### src/rtl/addsub_seq.sv
// Sequential adder/subtractor: processes one K-bit slice per clock with a
// four-phase req/fin handshake; flags are produced from the complete result.
module addsub_seq #(
    parameter int unsigned N = 32,
    parameter int unsigned K = 8
) (
    input  logic         clk,
    input  logic         rst,
    input  logic         req,
    input  logic         op,
    input  logic         cin,
    input  logic [N-1:0] x,
    input  logic [N-1:0] y,
    output logic         fin,
    output logic [N-1:0] so,
    output logic         couto,
    output logic         ovf,
    output logic         zero,
    output logic         busy
);

    localparam int unsigned S  = N / K;
    localparam int unsigned IW = (S > 1) ? $clog2(S) : 1;

    typedef enum logic [1:0] {StIdle, StCalc, StDone} state_e;

    state_e         state_q, state_d;
    logic [N-1:0]   xr_q, xr_d;
    logic [N-1:0]   yr_q, yr_d;
    logic           opr_q, opr_d;
    logic           carry_q, carry_d;
    logic [IW-1:0]  idx_q, idx_d;
    logic [N-1:0]   so_q, so_d;
    logic           couto_q, couto_d;
    logic           ovf_q, ovf_d;
    logic           zero_q, zero_d;
    logic           fin_q, fin_d;

    logic [K:0]     sum;
    logic [K-1:0]   yslice;
    int unsigned    base;

    always_comb begin
        state_d = state_q;
        xr_d    = xr_q;
        yr_d    = yr_q;
        opr_d   = opr_q;
        carry_d = carry_q;
        idx_d   = idx_q;
        so_d    = so_q;
        couto_d = couto_q;
        ovf_d   = ovf_q;
        zero_d  = zero_q;
        fin_d   = fin_q;

        base   = K * 32'(idx_q);
        // Subtract runs as x + ~y + ~cin through the same carry chain.
        yslice = opr_q ? ~yr_q[base +: K] : yr_q[base +: K];
        sum    = {1'b0, xr_q[base +: K]} + {1'b0, yslice} + {{K{1'b0}}, carry_q};

        unique case (state_q)
            StIdle: begin
                if (req && !fin_q) begin
                    xr_d    = x;
                    yr_d    = y;
                    opr_d   = op;
                    carry_d = op ? ~cin : cin;
                    idx_d   = '0;
                    state_d = StCalc;
                end
            end
            StCalc: begin
                so_d[base +: K] = sum[K-1:0];
                carry_d         = sum[K];
                idx_d           = idx_q + 1'b1;
                if (idx_q == IW'(S - 1)) begin
                    idx_d   = '0;
                    couto_d = opr_q ^ sum[K];
                    ovf_d   = opr_q ? ((xr_q[N-1] != yr_q[N-1]) && (so_d[N-1] != xr_q[N-1]))
                                    : ((xr_q[N-1] == yr_q[N-1]) && (so_d[N-1] != xr_q[N-1]));
                    zero_d  = (so_d == '0);
                    fin_d   = 1'b1;
                    state_d = StDone;
                end
            end
            StDone: begin
                if (!req) begin
                    fin_d   = 1'b0;
                    state_d = StIdle;
                end
            end
            default: state_d = StIdle;
        endcase
    end

    always_ff @(posedge clk) begin
        if (rst) begin
            state_q <= StIdle;
            xr_q    <= '0;
            yr_q    <= '0;
            opr_q   <= 1'b0;
            carry_q <= 1'b0;
            idx_q   <= '0;
            so_q    <= '0;
            couto_q <= 1'b0;
            ovf_q   <= 1'b0;
            zero_q  <= 1'b0;
            fin_q   <= 1'b0;
        end else begin
            state_q <= state_d;
            xr_q    <= xr_d;
            yr_q    <= yr_d;
            opr_q   <= opr_d;
            carry_q <= carry_d;
            idx_q   <= idx_d;
            so_q    <= so_d;
            couto_q <= couto_d;
            ovf_q   <= ovf_d;
            zero_q  <= zero_d;
            fin_q   <= fin_d;
        end
    end

    assign fin   = fin_q;
    assign so    = so_q;
    assign couto = couto_q;
    assign ovf   = ovf_q;
    assign zero  = zero_q;
    assign busy  = (state_q != StIdle);

endmodule

### config.mk
export PLATFORM = sky130hd
export DESIGN_NAME = addsub_seq
export DESIGN_NICKNAME = d
export VERILOG_FILES = /design/src/rtl/addsub_seq.sv
export SDC_FILE = /design/constraint.sdc
export NUM_CORES = 1
export LEC_CHECK = 0
export BUFFER_PORTS_ARGS = -buffer_cell sky130_fd_sc_hd__buf_4
export CAP_MARGIN = 25
export CORE_ASPECT_RATIO = 1.5
export CORE_UTILIZATION = 45
export DETAILED_ROUTE_END_ITERATION = 7
export PLACE_DENSITY = 0.68
export RECOVER_POWER = 50
export SKIP_LAST_GASP = 1
export SLEW_MARGIN = 20
export SYNTH_ARGS = -nofsm -noshare
export SYNTH_HDL_FRONTEND = slang
export SYNTH_SLANG_ARGS = --single-unit
### constraint.sdc
create_clock -name clk -period 10.3 [get_ports clk]
set_input_delay 0.515 -clock clk [delete_from_list [all_inputs] [get_ports clk]]
set_output_delay 0.515 -clock clk [all_outputs]
set_load 0.05 [all_outputs]
==> results.yml, run 1 <==
status:
  run_status: "complete, but fails checks"
  failed_checks: "capacitance limit, slew limit"
timing:
  drv_slew: 95
  setup_viol: 0
  rsz0062_at_grt: "no"
  worst_pin_slew_ns: 2.67
  fin_tns_setup_ns: 0
  max-slew-margin-rel: -0.781
  postLayoutSetupSlackWorst_ns: 5.34
  skew_ns: 0.00558
  min_period_over_period: 0.481
  hold_viol: 0
  period_needed_ns: 4.96
  max_freq_mhz: 202
route:
  drc: 0
  dr.pass1.iters: 5
  wl_per_cell_um: 15.9
  vias_per_cell: 5.53
  vias: 4543
  drtIter0Drc: 266
  final_antenna_net_count: 0
  drt_wl_total_mm: 13.1
worst_setup_path:
  crit_fanout: 27
  endpoint_kind: "flop"
  reg2reg_from: "idx_q[0]$_SDFFE_PP0P_"
  worst_setup_path_start_kind: "flop"
  crit_start: "idx_q[0]$_SDFFE_PP0P_"
  r2r_slack_ns: 5.34
  worstRegToRegCells: 12
  arrival_ns: 5.23
  cp.required_ns: 10.57
  worstSetupEndpoint: "zero$_SDFFE_PP0P_"
  path_class: "reg -> reg"
  r2r_end: "zero$_SDFFE_PP0P_"
grt:
  grt_pass1_vias: 4355
  grt_pass1_wl_mm: 21.3
  grtUsageTotal: 0.236
  grtUsageMet2: 0.424
  met1_usage: 0.276
  grt.busiest_layer: "met2"
  grt_overflow: 0
  grt_max_degree: 108
  antenna_found_initial: 0
  grtUsageMet3: 0.0245
clock_tree:
  clk_pin_slew_ns: 0.07
  cts_buffers: 9
  postCtsSetupRepairBufs: 0
  clockBufferDepth: 2
  clk-insertion-delay-late_ns: 0.35
  ctsResizeCount: 0
  hold_buffers: 0
  cts_root_buf: "clkbuf_16"
  cts_tree: "done"
  htree_levels: 3
  cts_sinks: 106
power:
  p_leak_uw: 0.00235
  peakVddDrop_mv: 0.0864
  powerDensity_nw_per_um2: 159
synthesis:
  ys_async_sr_fraction: 0
  synth_ff_type: "dfxtp_1"
  synth_edf_count: 0
  synth-simple-area-share: 0.207
  synth_seq_cells: 106
  synth_seq_area_share: 0.422
  synthXorXnorAreaFrac: 0.0226
  synth_mux_area_frac: 0.0786
  synth_area_um2: 5030
  synth_adder_area_share: 0.0403
  avgSynthCellArea_um2: 8.54
  yosysWarnings: 0
  synthDistinctLibCells: 60
  synth_compound_area_frac: 0.188
  syn_nets: 673
  synth_top_family_by_area: "simple AND/OR/NAND/NOR gates"
  synth_cells: 589
layout:
  drive_gt1_frac: 0.176
  fillCellCount: 1088
  final_cell_mix: "147 x nand2_1, 106 x dfxtp_1, 79 x a21oi_1, 71 x buf_4, 45 x nor2_1"
  seq_area_um2: 2120
  diodes: 0
  multi_input_area_um2: 2710
  final_common_cell: "nand2_1"
  syn_to_final_growth_pct: 20.1
  num-nets-final: 758
  fin_cells: 821
floorplanning:
  die_h_um: 131
  io_pins: 106
  rows: 46
  dieArea_um2: 11600
  die_x_um: 88.3
  initial_core_util: 0.470
  core_area_um2: 10700
place:
  hpwl_mm: 9.52
  gp_congestion: 0.977
  dp_slack_ns: 6.41
  place_inst: 806
  port_buffers: 105
min_path:
  min-delay-start: "y[1]"
  hp-class: "in -> reg"
run:
  maxCapViolCount: 2
[synthesized netlist by cell type (3+ instances only)]
cell type	instances	area, um2
a21oi_1	79	395
nor2b_1	4	25.0
nand2_1	147	552
nand3b_1	3	22.5
o21a_1	5	37.5
inv_1	13	48.8
nor4_1	8	50.1
buf_2	7	35.0
nor2_1	45	169
mux4_2	16	360
dfxtp_1	106	2120
nand3_1	5	25.0
xor2_1	10	87.6
nor3_1	7	35.0
o21ai_0	4	20.0
nor3b_1	3	22.5
or2_2	4	25.0
clkbuf_1	27	101
xnor2_1	3	26.3
a22oi_1	29	218
ha_1	13	163
[metal layers]
metal  share of wire  wire length [um]
met2            0.55              7120
met3           0.033               436
met1            0.40              5170
met5               0                 0
met4           0.026               335
[through the flow]
| step | area (um2) | util | hold WS [ns] | power [uW] |
|---|---|---|---|---|
| global route | 6040 | 0.564 | 0.412 | 1010 |
| floorplan | 5030 | - | 0.433 | 588 |
| detailed placement | 5890 | 0.550 | 0.445 | 652 |
| finish | 6040 | 0.564 | 0.410 | 960 |
| CTS | 6160 | 0.575 | 0.404 | 967 |
| global placement | 5890 | 0.550 | 0.441 | 648 |
[flip-flops by register name, indices dropped and copies added, names as in the netlist]
signal,cells
so,32
xr_q,32
yr_q,32
idx_q,2
state_q,2
carry_q,1
couto,1
fin,1
opr_q,1
ovf,1
zero,1
[layout make-up]
cell class / count / area share
Clock inverter: 2 / 0.00228
Tap cell: 144 / 0.0298
Timing Repair Buffer: 111 / 0.117
Multi-Input combinational cell: 432 / 0.448
Clock buffer: 12 / 0.0425
Sequential cell: 106 / 0.351
Inverter: 14 / 0.00870
[where the power goes]
| part | total [uW] | switching, uW | internal (uW) |
|---|---|---|---|
| Sequential | 443 | 12.3 | 430 |
| Combinational | 200 | 120 | 80.2 |
| Clock | 318 | 143 | 175 |
| Total | 960 | 275 | 685 |
[how the worst min path moves through the flow]
stage	endpoint	cells after the start	slack [ns]
CTS	yr_q[1]$_SDFFE_PP0P_	3	0.40
finish	yr_q[1]$_SDFFE_PP0P_	3	0.41
global route	xr_q[1]$_SDFFE_PP0P_	3	0.41
global placement	xr_q[18]$_SDFFE_PP0P_	2	0.44
detailed placement	yr_q[18]$_SDFFE_PP0P_	2	0.45
floorplan	xr_q[16]$_SDFFE_PP0P_	2	0.43
[cell families (layout without fill, tap and decap cells)]
family	after synthesis	count (layout)
AO/OA/AOI/OAI	145	145
XOR/XNOR	13	13
adder cells (fa/ha/maj)	15	15
buffers and inverters	51	139
flip-flops	106	106
multiplexers	19	19
AND/OR/NAND/NOR	240	240
[worst max-delay path, cell delays in order, from the launching register on]
cell	delay (ns)
dfxtp_1	0.31
clkbuf_1	1.34
mux4_2	0.67
xnor2_1	0.17
fa_1	0.46
fa_1	0.42
nor2b_1	0.18
o31a_1	0.23
a21oi_1	0.15
o21bai_1	0.22
a2111oi_2	0.37
nand3_1	0.16
a211oi_2	0.22
(Power assumes the default switching activity.)
==> run 2: changes to the inputs <==
--- a/config.mk
+++ b/config.mk
@@ -10,7 +10,7 @@
 export CORE_ASPECT_RATIO = 1.5
 export CORE_UTILIZATION = 45
 export DETAILED_ROUTE_END_ITERATION = 7
-export PLACE_DENSITY = 0.68
+export PLACE_DENSITY = 0.7
 export RECOVER_POWER = 50
 export SKIP_LAST_GASP = 1
 export SLEW_MARGIN = 20
==> constraint.sdc (replaced) <==
create_clock -name clk -period 4.5 [get_ports clk]
set_input_delay 0.225 -clock clk [delete_from_list [all_inputs] [get_ports clk]]
set_output_delay 0.225 -clock clk [all_outputs]
set_load 0.05 [all_outputs]
==> run 2 against run 1 <==
Against the previous run: the run still ends with capacitance limit, slew limit left; sequential share of layout area fell by 0.15 points; fmax rose by 30%; register-to-register slack got worse by 4.7 ns; critical path type unchanged; critical endpoint unchanged; largest cell class unchanged; highest routed layer unchanged.
==> results.yml, run 2 (same netlist as run 1, synthesis figures left out) <==
grt:
  grtUsageTotal: 0.246
  grt_pass1_wl_mm: 21.9
  grt_pass1_vias: 4298
  grt_overflow: 0
  grt_max_degree: 108
  antenna_found_initial: 0
layout:
  fillCellCount: 1089
  num-nets-final: 759
  syn_to_final_growth_pct: 20.6
  diodes: 0
  final_util: 0.567
  final_cell_area_um2: 6060
  final_common_cell: "nand2_1"
  final_cell_mix: "147 x nand2_1, 106 x dfxtp_1, 79 x a21oi_1, 72 x buf_4, 45 x nor2_1"
  drive_gt1_frac: 0.179
min_path:
  hp-class: "in -> reg"
  min-delay-start: "y[20]"
power:
  p_leak_uw: 0.00236
  powerDensity_nw_per_um2: 371
  p_sw_uw: 689
  combPwrFrac: 0.205
  peakVddDrop_mv: 0.209
  p_seq_frac: 0.451
  swShare: 0.307
  intPower_uw: 1560
  clkPwrFrac: 0.344
run:
  maxCapViolCount: 1
clock_tree:
  cts_root_buf: "clkbuf_16"
  clk-insertion-delay-late_ns: 0.35
  postCtsSetupRepairBufs: 0
  htree_levels: 3
  hold_buffers: 0
  clockBufferDepth: 2
  cts_sinks: 106
  clk_pin_slew_ns: 0.08
  cts_tree: "done"
  ctsResizeCount: 0
  cts_buffers: 9
worst_setup_path:
  crit_fanout: 11
  cp.required_ns: 4.73
  reg2reg_from: "idx_q[1]$_SDFFE_PP0P_"
  path_class: "reg -> reg"
  endpoint_kind: "flop"
  worst_setup_path_start_kind: "flop"
  crit_start: "idx_q[1]$_SDFFE_PP0P_"
  crit_path_top_delay_cell: "dfxtp_1"
  arrival_ns: 4.04
  worstPathCellList: "clkbuf_1, mux4_2, xor2_1, ha_1, nor2b_1, o31a_1, o311a_1, nor3_2, o21ai_1, nand3_1, a211oi_2"
  critPathMaxStageDelay_ns: 0.58
timing:
  min_period_over_period: 0.847
  setup_viol: 0
  postLayoutSetupSlackWorst_ns: 0.690
  hold_slack_ns: 0.117
  hold_viol: 0
  skew_ns: 0.00578
  period_needed_ns: 3.81
  fin_tns_setup_ns: 0
  worst_pin_slew_ns: 2.64
  rsz0062_at_grt: "no"
  max_freq_mhz: 262
  max-slew-margin-rel: -0.758
  drv_slew: 67
place:
  port_buffers: 105
  gp_congestion: 0.892
  hpwl_mm: 10.1
  placed_area_um2: 5890
  dp_slack_ns: 0.879
floorplanning:
  rows: 46
  core_area_um2: 10700
  initial_core_util: 0.470
  die_h_um: 131
  dieArea_um2: 11600
  io_pins: 106
  die_x_um: 88.3
route:
  vias: 4552
  drt_wl_total_mm: 13.9
  drtIter0Drc: 196
  wl_per_cell_um: 16.9
  dr.pass1.iters: 5
  drc: 0
  vias_per_cell: 5.52
  final_antenna_net_count: 0
status:
  failed_checks: "capacitance limit, slew limit"
  run_status: "complete, but fails checks"
[run 2: metal layers]
layer	global-route usage	vias to the layer above	wire length [um]
met2	0.444	132	7570
met1	0.279	2165	5350
met3	0.0371	20	536
li1	-	2235	-
met4	0.0986	0	439
met5	0	-	0
[run 2: power by group through the flow]
stage	clock network, uW	logic, uW	registers (uW)
6_report	773	461	1010
5_1_grt	817	509	1020
3_3_place_gp	0	456	1030
2_1_floorplan	0	302	1040
4_1_cts	781	466	1010
3_5_place_dp	0	463	1040
[run 2: worst max-delay path, delay by kind of cell (launching register included)]
kind	cells	cell delay (ns)
AO/OA/AOI/OAI	4	0.84
XOR/XNOR	1	0.17
adder cells (fa/ha/maj)	1	0.36
buffers and inverters	1	0.55
flip-flops	1	0.58
multiplexers	1	0.42
AND/OR/NAND/NOR	3	0.76
[run 2: stage by stage]
stage | total power (uW) | instances
after floorplan | 1350 | 589
after global placement | 1490 | 807
after detailed placement | 1500 | 807
after CTS | 2260 | 823
after global routing | 2350 | 824
final | 2250 | 824
[run 2: layout make-up]
| cell class | instances | area (um2) | area share |
|---|---|---|---|
| inverter | 14 | 52.6 | 0.00867 |
| timing repair buffer | 112 | 714 | 0.118 |
| clock buffer | 10 | 229 | 0.0378 |
| multi-input combinational | 432 | 2710 | 0.446 |
| tap | 144 | 180 | 0.0297 |
| clock inverter | 6 | 60.1 | 0.00990 |
| sequential | 106 | 2120 | 0.350 |
[run 2: final timing paths]
check / endpoint / slack [ns] / cells past startpoint
max: zero$_SDFFE_PP0P_ / 0.69 / 11
min: yr_q[20]$_SDFFE_PP0P_ / 0.12 / 3
max reg2reg: zero$_SDFFE_PP0P_ / 0.69 / 11
min reg2reg: xr_q[13]$_SDFFE_PP0P_ / 0.45 / 2
